File: src/rtl/sampler_pkg.sv
// Shared types and constants for the rejection-sampling stimulus generator.
package sampler_pkg;

    typedef enum logic [1:0] {
        StIdle,
        StGen,
        StCheck,
        StHold
    } sampler_state_t;

    localparam logic [63:0] LFSR_POLY      = 64'hD800_0000_0000_0000;
    localparam logic [63:0] LFSR_ZERO_SEED = 64'h1;

    localparam int unsigned DEF_VAR0_W = 13;
    localparam int unsigned DEF_VAR1_W = 13;
    localparam int unsigned DEF_VAR2_W = 14;
    localparam int unsigned DEF_VAR3_W = 14;
    localparam int unsigned DEF_VAR4_W = 8;

    // One right-shifting Galois step for x^64+x^63+x^61+x^60+1.
    function automatic logic [63:0] lfsr_next(input logic [63:0] state);
        return (state >> 1) ^ (state[0] ? LFSR_POLY : 64'h0);
    endfunction

endpackage

File: src/rtl/sampler_lfsr64.sv
// 64-bit Galois LFSR with seed load; an all-zero seed is replaced so the state never locks up.
module sampler_lfsr64
    import sampler_pkg::*;
(
    input  logic        clk,
    input  logic        rst,
    input  logic        i_load,
    input  logic [63:0] i_seed,
    input  logic        i_step,
    output logic [63:0] o_state
);

    logic [63:0] r_state;

    always_ff @(posedge clk) begin
        if (rst) begin
            r_state <= LFSR_ZERO_SEED;
        end else if (i_load) begin
            r_state <= (i_seed == 64'h0) ? LFSR_ZERO_SEED : i_seed;
        end else if (i_step) begin
            r_state <= lfsr_next(r_state);
        end
    end

    assign o_state = r_state;

endmodule

File: src/rtl/constraint_sample_gen.sv
// Rejection-sampling producer for a constraint checker; optional counters under SAMPLER_STATS_EN.
module constraint_sample_gen
    import sampler_pkg::*;
#(
    parameter int unsigned VAR0_W    = DEF_VAR0_W,
    parameter int unsigned VAR1_W    = DEF_VAR1_W,
    parameter int unsigned VAR2_W    = DEF_VAR2_W,
    parameter int unsigned VAR3_W    = DEF_VAR3_W,
    parameter int unsigned VAR4_W    = DEF_VAR4_W,
    parameter int unsigned MAX_TRIES = 1024,
    parameter int unsigned TRY_W     = $clog2(MAX_TRIES + 1)
) (
    input  logic              clk,
    input  logic              rst,
    input  logic              seed_load,
    input  logic [63:0]       seed,
    input  logic              req_valid,
    output logic              req_ready,
    output logic [VAR0_W-1:0] cand_var_0,
    output logic [VAR1_W-1:0] cand_var_1,
    output logic [VAR2_W-1:0] cand_var_2,
    output logic [VAR3_W-1:0] cand_var_3,
    output logic [VAR4_W-1:0] cand_var_4,
    input  logic              cand_sat,
    output logic              out_valid,
    input  logic              out_ready,
    output logic [VAR0_W-1:0] out_var_0,
    output logic [VAR1_W-1:0] out_var_1,
    output logic [VAR2_W-1:0] out_var_2,
    output logic [VAR3_W-1:0] out_var_3,
    output logic [VAR4_W-1:0] out_var_4,
    output logic [TRY_W-1:0]  out_tries,
    output logic              out_fail
`ifdef SAMPLER_STATS_EN
    ,
    output logic [31:0]       stat_accept,
    output logic [31:0]       stat_reject
`endif
);

    localparam int unsigned OFF1    = VAR0_W;
    localparam int unsigned OFF2    = OFF1 + VAR1_W;
    localparam int unsigned OFF3    = OFF2 + VAR2_W;
    localparam int unsigned OFF4    = OFF3 + VAR3_W;
    localparam int unsigned TOTAL_W = OFF4 + VAR4_W;

    sampler_state_t r_state;
    logic [TRY_W-1:0] r_tries;
    logic [63:0] w_lfsr_state;
    logic [63:0] w_lfsr_next;
    logic w_last_try;

    // Candidates are taken from the post-step value so they match the LFSR after GEN.
    assign w_lfsr_next = lfsr_next(w_lfsr_state);
    assign w_last_try  = (r_tries == TRY_W'(MAX_TRIES));

    sampler_lfsr64 u_lfsr (
        .clk     (clk),
        .rst     (rst),
        .i_load  (seed_load && (r_state == StIdle)),
        .i_seed  (seed),
        .i_step  (r_state == StGen),
        .o_state (w_lfsr_state)
    );

    if (TOTAL_W < 64) begin : g_unused_bits
        logic w_unused_lfsr;
        assign w_unused_lfsr = ^w_lfsr_next[63:TOTAL_W];
    end

    always_ff @(posedge clk) begin
        if (rst) begin
            r_state    <= StIdle;
            r_tries    <= '0;
            req_ready  <= 1'b1;
            out_valid  <= 1'b0;
            out_fail   <= 1'b0;
            out_tries  <= '0;
            cand_var_0 <= '0;
            cand_var_1 <= '0;
            cand_var_2 <= '0;
            cand_var_3 <= '0;
            cand_var_4 <= '0;
            out_var_0  <= '0;
            out_var_1  <= '0;
            out_var_2  <= '0;
            out_var_3  <= '0;
            out_var_4  <= '0;
        end else begin
            case (r_state)
                StIdle: begin
                    if (req_valid) begin
                        r_tries   <= '0;
                        req_ready <= 1'b0;
                        r_state   <= StGen;
                    end
                end
                StGen: begin
                    cand_var_0 <= w_lfsr_next[0 +: VAR0_W];
                    cand_var_1 <= w_lfsr_next[OFF1 +: VAR1_W];
                    cand_var_2 <= w_lfsr_next[OFF2 +: VAR2_W];
                    cand_var_3 <= w_lfsr_next[OFF3 +: VAR3_W];
                    cand_var_4 <= w_lfsr_next[OFF4 +: VAR4_W];
                    r_tries    <= r_tries + TRY_W'(1);
                    r_state    <= StCheck;
                end
                StCheck: begin
                    if (cand_sat || w_last_try) begin
                        out_var_0 <= cand_var_0;
                        out_var_1 <= cand_var_1;
                        out_var_2 <= cand_var_2;
                        out_var_3 <= cand_var_3;
                        out_var_4 <= cand_var_4;
                        out_tries <= r_tries;
                        out_fail  <= ~cand_sat;
                        out_valid <= 1'b1;
                        r_state   <= StHold;
                    end else begin
                        r_state <= StGen;
                    end
                end
                StHold: begin
                    if (out_ready) begin
                        out_valid <= 1'b0;
                        req_ready <= 1'b1;
                        r_state   <= StIdle;
                    end
                end
                default: r_state <= StIdle;
            endcase
        end
    end

`ifdef SAMPLER_STATS_EN
    always_ff @(posedge clk) begin
        if (rst) begin
            stat_accept <= '0;
            stat_reject <= '0;
        end else if (r_state == StCheck) begin
            if (cand_sat) begin
                if (stat_accept != 32'hFFFF_FFFF) stat_accept <= stat_accept + 32'd1;
            end else begin
                if (stat_reject != 32'hFFFF_FFFF) stat_reject <= stat_reject + 32'd1;
            end
        end
    end
`endif

endmodule

File: config.mk
export PLATFORM = sky130hd
export DESIGN_NAME = constraint_sample_gen
export DESIGN_NICKNAME = d
export VERILOG_FILES = /design/src/rtl/sampler_pkg.sv /design/src/rtl/sampler_lfsr64.sv /design/src/rtl/constraint_sample_gen.sv
export SDC_FILE = /design/constraint.sdc
export NUM_CORES = 1
export LEC_CHECK = 0
export CELL_PAD_IN_SITES_DETAIL_PLACEMENT = 1
export CELL_PAD_IN_SITES_GLOBAL_PLACEMENT = 1
export CORE_MARGIN = 2
export CORE_UTILIZATION = 33
export CTS_CLUSTER_DIAMETER = 80
export DETAILED_ROUTE_END_ITERATION = 12
export GPL_TIMING_DRIVEN = 0
export PLACE_DENSITY = 0.86
export SLEW_MARGIN = 40
export SYNTH_ARGS = -nofsm -noshare
export SYNTH_HDL_FRONTEND = slang
export SYNTH_SLANG_ARGS = --single-unit
File: constraint.sdc
create_clock -name clk -period 1.7 [get_ports clk]
set_input_delay 0.255 -clock clk [delete_from_list [all_inputs] [get_ports clk]]
set_output_delay 0.255 -clock clk [all_outputs]
set_load 0.01 [all_outputs]
Word-level counts from Yosys, hierarchy flattened
Cells that the tools add are included.
{"block": "word_totals", "ff_bits": 215, "elab_cells": 56, "memories": 0, "ramBits": 0, "out_inout_bits": 138, "rom_bits": 0, "input_bits": 70, "latchBits": 0}
{"block": "classes", "eq_ne": 7, "mul": 0, "n_div": 0, "n_bitwise": 2, "magnitude_cmp": 0, "muxes": 16, "add_sub_neg": 1, "reduce_logical": 13, "shifts": 0}
{"operator": "two-way mux 64 bit", "n": 4}
{"operator": "logical NOT 64 bit", "n": 1}
{"operator": "bitwise XOR 63 x 64 -> 64 bit", "n": 1}
{"operator": "one-hot mux 11 bit (2 select lines)", "n": 1}
{"operator": "adder 11 x 1 -> 11 bit, second input constant", "n": 1}
{"operator": "equality test 11 bit, second input constant", "n": 1}
{"operator": "two-way mux 11 bit", "n": 1}
{"operator": "one-hot mux 2 bit (4 select lines)", "n": 1}
{"operator": "nonzero test 2 bit", "n": 4}
{"operator": "two-way mux 2 bit", "n": 3}
{"operator": "inequality test 2 bit, second input constant", "n": 3}
{"operator": "AND reduction 2 bit", "n": 3}
{"operator": "AND reduction 3 bit", "n": 2}
{"operator": "equality test 2 bit, second input constant", "n": 2}
{"operator": "two-way mux 1 bit", "n": 4}
{"operator": "one-hot mux 1 bit (2 select lines)", "n": 2}
{"operator": "equality test 2 x 1 -> 1 bit, second input constant", "n": 1}
{"operator": "logical NOT 2 bit", "n": 1}
{"operator": "logical AND 1 bit", "n": 1}
{"operator": "logical OR 1 bit", "n": 1}
{"operator": "inverter 1 bit", "n": 1}

Depth between registers and ports, before layout
{"block": "logic_depth", "depth_word": 4, "depth_mapped": 7, "ltp_nobuf": 5}

Hierarchy
Synthesis repeated with hierarchy kept, for this count alone.
{"block": "unflattened", "hier_cells": 1191, "area_unflattened_um2": 9544.2}
{"module": "constraint_sample_gen", "area_per_inst_um2": 6535.0, "seq_area_each_um2": 3022.9, "cells_each": 818, "instances": 1}
{"module": "sampler_lfsr64", "area_per_inst_um2": 3009.1, "seq_area_each_um2": 1281.2, "cells_each": 373, "instances": 1}

Least setup slack after synthesis
No wires, ideal clock.
{"block": "synth_path", "kind": "reg-to-reg", "startpoint": "register r_tries[2]", "endpoint": "register out_tries[0]", "synth_period_minus_slack_ps": 1571, "setup_ps": 72, "path_slack_ps": 129, "t_arrival_ps": 1500, "path_stages_with_launch": 7, "cell_sequence": "dfxtp_1 > nor4b_2 > a41oi_1 > nor3b_2 > buf_6 > buf_12 > mux2i_1"}
{"block": "synth_between", "elab_chain_cells": 3}
{"element": "start, declared", "line_no": "constraint_sample_gen.sv:48", "text": "logic [TRY_W-1:0] r_tries;"}
{"element": "start signal, assigned", "line_no": "constraint_sample_gen.sv:104", "text": "r_tries <= r_tries + TRY_W'(1);"}
{"element": "equality test 11 bit", "line_no": "constraint_sample_gen.sv:55", "text": "assign w_last_try = (r_tries == TRY_W'(MAX_TRIES));"}
{"element": "logical OR 1 bit", "line_no": "constraint_sample_gen.sv:108", "text": "if (cand_sat || w_last_try) begin"}
{"element": "AND reduction 2 bit (no line)"}
{"element": "end signal, assigned", "line_no": "constraint_sample_gen.sv:114", "text": "out_tries <= r_tries;"}
{"element": "end, declared", "line_no": "constraint_sample_gen.sv:32", "text": "output logic [TRY_W-1:0] out_tries,"}
No other way between the ends.
A chain may end at the register's enable or synchronous reset.

Worst setup path after layout
{"block": "layout_path", "startpoint": "register r_tries[3]", "endpoint": "register out_var_3[7]"}
{"block": "layout_between", "elab_chain_cells": 3}
{"element": "equality test 11 bit", "line_no": "constraint_sample_gen.sv:55"}
{"element": "logical OR 1 bit", "line_no": "constraint_sample_gen.sv:108"}
{"element": "AND reduction 2 bit (no line)"}
{"element": "end signal, assigned", "line_no": "constraint_sample_gen.sv:112", "text": "out_var_3 <= cand_var_3;"}
{"element": "end, declared", "line_no": "constraint_sample_gen.sv:30", "text": "output logic [VAR3_W-1:0] out_var_3,"}
No other way between the ends.

==> impl_metrics.py <==
metrics = {
    "yosys": {
        "netlist_instances": 993,
        "yosys-top-cells-area": "dfxtp_1, nand2_1, nand2b_1",
        "synth_top_family_by_area": "simple AND/OR/NAND/NOR gates",
        "synth_compound_area_frac": 0.1002,
        "muxShareOfSynthArea": 0.08990,
        "synthesis.nets": 1065,
        "synth_seq_area_share": 0.4940,
        "ys_warn_count": 0,
        "synth_seq_cells": 215,
        "async_flop_share": 0,
        "yosysUniqueCellTypes": 41,
        "yosys.area.top_type": "dfxtp_1",
        "synthAdderAreaFrac": 0.002872,
        "synth-edff-count": 0,
        "synth_area_mm2": 0.008712,
        "synthSimpleGateAreaFrac": 0.2595,
        "ys.flop_type": "dfxtp_1",
        "syn_avg_cell_area_um2": 8.774,
        "synthDominantCellAreaShare": 0.4940,
        "synth_xor_area_frac": 0.003016,
    },
    "detailed_routing": {
        "final_antenna_net_count": 0,
        "drc": 0,
        "wl_per_cell_um": 19.54,
        "drt-initial-drc-count": 347,
        "drt_wl_total_mm": 31.05,
        "vias_per_cell": 5.086,
        "vias": 8081,
        "first_pass_iters": 4,
    },
    "sta": {
        "relSlewSlack": 0.5445,
        "fin_ws_ps": -213.2,
        "max_freq_mhz": 522.7,
        "finalHoldViolCount": 0,
        "setup_viol": 73,
        "setup_tns_ps": -8995,
        "drv_slew": 0,
        "finalCritPeriodShare": 1.125,
        "rsz0062_at_grt": "true",
        "period_needed_ps": 1913,
        "tightest_slew_ps": 683.3,
        "skew_ps": 10.00,
    },
    "status": {
        "status": "finished, violations left",
        "violations": "negative setup slack",
    },
    "global_routing": {
        "overflow": 0,
        "grt_use_total": 0.2144,
        "grt_pass1_vias": 8528,
        "grt_antenna_before_repair": 0,
        "grt_pass1_wl_mm": 47.67,
        "grt_max_degree": 14,
    },
    "floorplan": {
        "rows": 59,
        "start_util": 0.3353,
        "core_area_mm2": 0.02598,
        "die_x_um": 166.5,
        "die_y_um": 166.5,
        "dieArea_mm2": 0.02772,
        "ios": 208,
    },
    "power_and_ir_drop": {
        "p_per_area_mw_per_mm2": 971.1,
        "vdd_ir_drop_max_uv": 534.4,
        "power_leakage_nw": 4.674,
    },
    "cells_and_area": {
        "area_growth_pct": 41.84,
        "drive_gt1_frac": 0.09809,
        "final_common_cell": "nand2_1",
        "fin_area_mm2": 0.01236,
        "layout.cells.most_common_list": "nand2_1, dfxtp_1, nand2b_1",
        "diodes": 0,
        "seq_area_mm2": 0.004330,
        "multi_input_area_mm2": 0.004079,
        "nets": 1309,
        "n_fill_cell": 2988,
    },
    "clocking": {
        "cts_tree": "yes",
        "clk_latency_ps": 520,
        "cts-root-buf": "clkbuf_16",
        "cts.clk_slew.worst_paths_ps": 60,
        "clockBufferDepth": 3,
        "cts_sinks": 215,
        "htree_levels": 1,
        "cts_buffers": 24,
    },
    "worst_setup_path": {
        "critical_path_required_ps": 2120,
        "arrival_ps": 2340,
        "worstSetupEndpointType": "flop",
        "crit_path_start_kind": "flop",
        "crit_type": "flop to flop",
        "reg2reg_slack_ps": -210,
        "cp_max_fo": 6,
        "reg2reg_depth": 7,
    },
    "placed_design": {
        "placed_area_mm2": 0.01119,
        "pre_cts_ws_ps": -869.7,
        "io_buffers": 206,
        "hpwl_mm": 22.66,
        "gp_congestion": 0.8414,
    },
    "hold_path": {
        "hp-class": "primary input to flop",
        "min_path_cells": 3,
    },
    "job": {
        "drv_cap": 0,
    },
}
timing repair:
action	4_1_cts	5_1_grt
pin swaps	5	3
hold buffers	0	0
buffers inserted	6	3
gates resized for setup	103	48
endpoints found under the setup margin	262	178
cloned	2	2
flip-flops by register name, summed over array words and instances, names as in the netlist, 2 cells and up:
name	count
out_var_2	14
cand_var_2	14
out_var_0	13
r_state	2
cand_var_1	13
cand_var_3	14
out_var_4	8
cand_var_4	8
out_var_3	14
out_tries	11
u_lfsr.o_state	64
cand_var_0	13
r_tries	11
out_var_1	13
area by class of cell:
cell class | count | area share
tap | 335 | 0.03392
clock buffer | 34 | 0.05903
sequential | 215 | 0.3504
multi-input combinational | 701 | 0.3301
clock inverter | 9 | 0.007898
inverter | 5 | 0.001519
buffer | 71 | 0.03908
timing repair buffer | 219 | 0.1780
layer usage:
| layer | GRT usage | vias up | part of all wire |
|---|---|---|---|
| met2 | 0.3785 | 213 | 0.48 |
| met1 | 0.2693 | 3987 | 0.44 |
| met5 | 0 | - | 0 |
| met3 | 0.03588 | 56 | 0.054 |
| li1 | - | 3825 | - |
| met4 | 0.06109 | 0 | 0.026 |
synth_stat cells, drive strengths merged (5+ instances only):
| cell type | instances |
|---|---|
| nor4 | 18 |
| nand4 | 5 |
| buf | 32 |
| nor2 | 18 |
| a21oi | 74 |
| nand3 | 5 |
| inv | 5 |
| dfxtp | 215 |
| nand2b | 148 |
| clkbuf | 40 |
| nand2 | 257 |
| a31oi | 61 |
| mux2i | 76 |
power by group:
part,internal [mW],switching (mW),total [mW]
logic,0.559,0.722,1.28
registers,5.21,0.117,5.33
clock network,3.28,2.12,5.39
total,9.05,2.95,12.0
critical path, cell delays in order (launching register included):
cell       delay [ps]
dfxtp_4           360
nor4b_4           280
a41oi_2           180
nor3b_2           260
buf_4             170
buf_12            160
clkbuf_16         170
mux2i_1           240
through the flow:
step,power (mW),util,std cells,hold slack [ps]
2_1_floorplan,6.061,-,993,391.0
3_3_place_gp,6.610,0.4308,1534,454.5
3_5_place_dp,6.651,0.4308,1534,463.9
4_1_cts,12.06,0.4688,1584,249.4
5_1_grt,12.40,0.4755,1589,288.3
6_report,12.00,0.4755,1589,256.3
kinds of logic after synthesis:
| kind of cell | count (synthesis) |
|---|---|
| xor gates and xnor gates | 3 |
| muxes | 78 |
| AOI/OAI and AO/OA | 151 |
| and+or+nand+nor | 467 |
| adders and majority gates | 2 |
| buffers and inverters | 77 |
| DFF | 215 |
final timing paths:
path | startpoint | to
max | r_tries[3] | out_var_3[7]
min | rst | out_var_4[5]
max reg2reg | r_tries[3] | out_var_3[7]
min reg2reg | out_var_0[4] | out_var_0[4]
(Power assumes the default switching activity.)
